### src/rtl/uart_frame_packetizer.sv
// Frames one JPEG readback into SYNC0 SYNC1 LEN[31:0] payload CSUM[15:0] bytes for the debug UART Tx.
// First byte one cycle after iStart, one idle gap cycle after every iTxDone; upstream stalls hold oTxEn low.
module uart_frame_packetizer #(
  parameter logic [7:0] SYNC0 = 8'h55,
  parameter logic [7:0] SYNC1 = 8'hAA
) (
  input  logic        clk_100MHz_i,
  input  logic        rst_n_i,
  input  logic        iStart,
  input  logic [31:0] iFrmBytes,
  output logic        oBusy,
  input  logic        iByteValid,
  input  logic [7:0]  iByteData,
  output logic        oByteReady,
  output logic        oTxEn,
  output logic [7:0]  oTxData,
  input  logic        iTxDone,
  output logic        oDone,
  output logic [15:0] oChecksum
);

  localparam logic [2:0] IDLE  = 3'd0;
  localparam logic [2:0] HDR   = 3'd1;
  localparam logic [2:0] FETCH = 3'd2;
  localparam logic [2:0] SEND  = 3'd3;
  localparam logic [2:0] CSUM  = 3'd4;
  localparam logic [2:0] DONE  = 3'd5;

  logic [2:0]  state;
  logic [31:0] frmLen;
  logic [31:0] remaining;
  logic [15:0] sum;
  logic [2:0]  byteIdx;
  logic [7:0]  hdrByte;
  logic [7:0]  csumByte;

  always_comb begin
    hdrByte = SYNC0;
    case (byteIdx)
      3'd0:    hdrByte = SYNC0;
      3'd1:    hdrByte = SYNC1;
      3'd2:    hdrByte = frmLen[31:24];
      3'd3:    hdrByte = frmLen[23:16];
      3'd4:    hdrByte = frmLen[15:8];
      default: hdrByte = frmLen[7:0];
    endcase
  end

  assign csumByte = byteIdx[0] ? sum[7:0] : sum[15:8];

  // HDR and CSUM share one pattern: a cycle with oTxEn low presents the byte at byteIdx,
  // iTxDone drops oTxEn and advances byteIdx, which yields the one-cycle gap.
  always_ff @(posedge clk_100MHz_i or negedge rst_n_i) begin
    if (!rst_n_i) begin
      state      <= IDLE;
      frmLen     <= 32'd0;
      remaining  <= 32'd0;
      sum        <= 16'd0;
      byteIdx    <= 3'd0;
      oBusy      <= 1'b0;
      oByteReady <= 1'b0;
      oTxEn      <= 1'b0;
      oTxData    <= 8'h00;
      oDone      <= 1'b0;
      oChecksum  <= 16'h0000;
    end else begin
      oDone <= 1'b0;
      case (state)
        IDLE: begin
          // oDone still high means the previous packet just ended; its iStart is dropped
          if (iStart && !oDone) begin
            frmLen    <= iFrmBytes;
            remaining <= iFrmBytes;
            sum       <= 16'd0;
            byteIdx   <= 3'd0;
            oBusy     <= 1'b1;
            oTxEn     <= 1'b1;
            oTxData   <= SYNC0;
            state     <= HDR;
          end
        end
        HDR: begin
          if (!oTxEn) begin
            oTxEn   <= 1'b1;
            oTxData <= hdrByte;
          end else if (iTxDone) begin
            oTxEn <= 1'b0;
            if (byteIdx == 3'd5) begin
              byteIdx <= 3'd0;
              if (frmLen == 32'd0) begin
                state <= CSUM;
              end else begin
                state      <= FETCH;
                oByteReady <= 1'b1;
              end
            end else begin
              byteIdx <= byteIdx + 3'd1;
            end
          end
        end
        FETCH: begin
          if (iByteValid) begin
            oByteReady <= 1'b0;
            oTxEn      <= 1'b1;
            oTxData    <= iByteData;
            sum        <= sum + {8'h00, iByteData};
            if (remaining != 32'd0) begin
              remaining <= remaining - 32'd1;
            end
            state <= SEND;
          end
        end
        SEND: begin
          if (iTxDone) begin
            oTxEn <= 1'b0;
            if (remaining == 32'd0) begin
              state <= CSUM;
            end else begin
              state      <= FETCH;
              oByteReady <= 1'b1;
            end
          end
        end
        CSUM: begin
          if (!oTxEn) begin
            oTxEn   <= 1'b1;
            oTxData <= csumByte;
          end else if (iTxDone) begin
            oTxEn <= 1'b0;
            if (byteIdx[0]) begin
              byteIdx <= 3'd0;
              state   <= DONE;
            end else begin
              byteIdx <= byteIdx + 3'd1;
            end
          end
        end
        DONE: begin
          oDone     <= 1'b1;
          oBusy     <= 1'b0;
          oChecksum <= sum;
          state     <= IDLE;
        end
        default: state <= IDLE;
      endcase
    end
  end

endmodule

### config.mk
export PLATFORM = sky130hd
export DESIGN_NAME = uart_frame_packetizer
export DESIGN_NICKNAME = d
export VERILOG_FILES = /design/src/rtl/uart_frame_packetizer.sv
export SDC_FILE = /design/constraint.sdc
export NUM_CORES = 1
export LEC_CHECK = 0
export CAP_MARGIN = 5
export CORE_UTILIZATION = 50
export CTS_CLUSTER_DIAMETER = 100
export CTS_CLUSTER_SIZE = 28
export DETAILED_ROUTE_END_ITERATION = 8
export GPL_TIMING_DRIVEN = 0
export PLACE_DENSITY = 0.72
export RECOVER_POWER = 50
export SLEW_MARGIN = 0
export SYNTH_ARGS = -nofsm -noshare
export SYNTH_HDL_FRONTEND = slang
export SYNTH_SLANG_ARGS = --single-unit
### constraint.sdc
create_clock -name clk_100MHz_i -period 3.05 [get_ports clk_100MHz_i]
set_input_delay 0.4575 -clock clk_100MHz_i [delete_from_list [all_inputs] [get_ports clk_100MHz_i]]
set_output_delay 0.4575 -clock clk_100MHz_i [all_outputs]
set_load 0.005 [all_outputs]
==> results.toml <==
[status]
status = "completed"

[critical_path]
cp.arrival_ns = 3.26
reg2reg_depth = 8
r2r_end = "remaining[27]"
setup.worst_path.class = "reg -> reg"
cp_max_fo = 10
required_ns = 3.35
r2r-start = "state[1]"
critPathLaunchType = "register"
startpoint = "state[1]"
reg2reg_slack_ns = 0.09
critPathCaptureType = "register"

[yosys]
syn_nets = 716
synth_edf_count = 0
syn_avg_cell_area_um2 = 9.88
synthDistinctLibCells = 65
ys_ff_latch = 114
synth_top_flop_cell = "dfrtp_1"
synth_top_area_share_pct = 43.8
syn-cell-area_um2 = 6510
synth_cells = 659
yosysWarnings = 0
yosysTopAreaCell = "dfrtp_1"
ys_async_sr_fraction_pct = 100
synth-seq-area-share_pct = 43.8
synth_area_leaders = "dfrtp_1 (44%), mux2_2 (8.5%), o21ai_0 (3.3%)"

[cells_and_area]
area_delta_synth_final_pct = 23.3
final_nets = 809
multi_input_area_um2 = 3380
seqCellArea_um2 = 2850
fillers = 1095
n_antenna_cell = 0
stdcell_count = 935
layout-drive-gt1-share_pct = 14.3

[die]
io_pins = 73
start_util_pct = 51.4
rows = 41
die_h_um = 116
die_area_um2 = 13500
design.core.area_um2 = 12700
die_w_um = 116

[sta]
setup_tns_ns = 0
tightest_slew_ns = 1.29
hold_viol = 0
setup_viol = 0
drv_slew = 0
fin_skew_ns = 0.00709
slew-limit-headroom_pct = 13.7
fin_crit_ns = 2.96
layout_setup_ws_ns = 0.0911
fmax_mhz = 338
grt_setup_unrepaired = "false"
finalCritPeriodShare_pct = 97.0
whs_ns = 0.472

[pwr]
powerDensity_nw_per_um2 = 994
leakage_nw = 3.28
ir_worst_vdd_v = 0.000458

[route]
wl_met2_um = 10100
post_drt_wl_per_cell_um = 22.1
dr.max_layer_used = "met4"
drt_first_pass_iters = 8
viasPerCell = 6.54
via_count = 6118
route.met3.wl_um = 1370
ant_nets = 0
drc = 0
drt-met1-wl_um = 8390
wirelength_um = 20700
drt-initial-drc-count = 573

[hold_path]
hp-start = "oChecksum[1]"
whs_endpoint = "oChecksum[1]"
whs_path_depth = 2
worstHoldPathType = "reg -> reg"

[cts]
cts_sinks = 114
clock_latency_ns = 0.42
htreeDepth = 4
root_buffer = "clkbuf_16"
tritoncts.num_buffers = 17
cts_buffer_depth = 2
cts_tree = "done"
cts_setup_buffers = 0
clkTransAtPathRegs_ns = 0.05

[placement]
dp_slack_ns = -0.0667
place.gp.congestion = 0.953
dp_hpwl_um = 15100
placedCellCount = 904
port_buffers = 72

[grt]
grt_usage_pct = 32.7
grt_first_pass_wirelength_um = 32300
grt_overflow = 0
antenna_found_initial = 0
grt_pass1_vias = 5918
grt_max_degree = 65

[job]
maxCapViolCount = 0
==> sequential cells by signal, summed over array words and instances, names as in the netlist <==
register and cells:
oByteReady 1, oTxEn 1, oDone 1, state 3, byteIdx 3, frmLen 32
oBusy 1, remaining 32, oTxData 8, oChecksum 16, sum 16
==> layout by cell type, fill, tap and decap left out, drive strengths merged, types with 20 or more instances in the layout <==
cell / instances
o21ai: 43
a21oi: 33
dfrtp: 114
nor2: 35
inv: 22
clkbuf: 60
mux2: 50
nand2: 34
nor4: 29
clkdlybuf4s50: 57
o22ai: 26
o2bb2ai: 20
==> cell type report <==
class                      instances  share of cell area (%)
buffer                            45                    2.39
clock buffer                      25                    6.42
clock inverter                     5                   0.624
inverter                          22                    1.03
multi-input combinational        478                    42.2
sequential                       114                    35.5
tap                              172                    2.68
timing repair buffer              74                    9.14
==> cell usage after synthesis (11+ instances only) <==
cell / n
a21oi_1: 33
a22oi_1: 13
clkbuf_1: 32
dfrtp_1: 114
ha_1: 11
inv_1: 22
mux2_2: 49
nand2_1: 34
nand3_1: 12
nor2_1: 35
nor3_1: 18
nor4_1: 25
o21ai_0: 43
o22ai_1: 26
o2bb2ai_1: 20
or3_1: 12
==> worst max-delay path: stages, from the launching register on <==
cell and delay [ns]:
dfrtp_1 0.39, clkbuf_1 0.22, nor2_1 0.20, nor4bb_1 0.28, clkbuf_1 0.39, clkbuf_1 0.44
clkbuf_1 0.54, o22ai_1 0.20, o2bb2ai_1 0.16
==> repair_timing <==
item	in CTS	in global routing
hold buffers	1	0
endpoints found under the hold margin	11	0
endpoints found under the setup margin	0	4
gates resized for setup	0	1
==> cell families (layout without fill, tap and decap cells) <==
group | Yosys count | after routing | synth area share [%]
multiplexers | 55 | 55 | 9.48
XOR/XNOR | 7 | 7 | 0.942
adder cells (fa/ha/maj) | 12 | 12 | 2.42
buffers and inverters | 67 | 171 | 4.19
AO/OA/AOI/OAI | 204 | 204 | 21.5
flip-flops | 114 | 114 | 43.8
AND/OR/NAND/NOR | 200 | 200 | 17.6
==> routing by layer <==
metal  track usage [%]  vias to the layer above
li1                  -                     2717
met1              39.6                     3011
met2              55.2                      325
met3              6.07                       65
met4              18.3                        0
met5                 0                        -
==> worst max path at each step <==
| stage | end | slack [ns] | cells past startpoint |
|---|---|---|---|
| after floorplan | remaining[22] | 0.71 | 8 |
| after global placement | remaining[1] | -2.87 | 1 |
| after detailed placement | remaining[30] | -0.07 | 7 |
| after CTS | oByteReady | 0.21 | 8 |
| after global routing | remaining[11] | 0.02 | 8 |
| final | remaining[27] | 0.09 | 8 |
==> stage by stage <==
stage / power, W / cell area (um2) / util (%)
after CTS: 0.00791 / 8050 / 63.5
after global placement: 0.00586 / 7450 / 58.8
after floorplan: 0.00481 / 6510 / -
final: 0.00798 / 8030 / 63.3
after detailed placement: 0.00598 / 7470 / 59.0
after global routing: 0.00840 / 8030 / 63.3
==> where the power goes <==
| group | total, W | switching [W] | internal, W | leakage (nW) |
|---|---|---|---|---|
| clock | 0.00191 | 0.000678 | 0.00123 | 0.285 |
| sequential | 0.00275 | 0.000643 | 0.00210 | 1.42 |
| combinational | 0.00332 | 0.00191 | 0.00142 | 1.57 |
No activity file was read; power rests on OpenSTA's default activity.
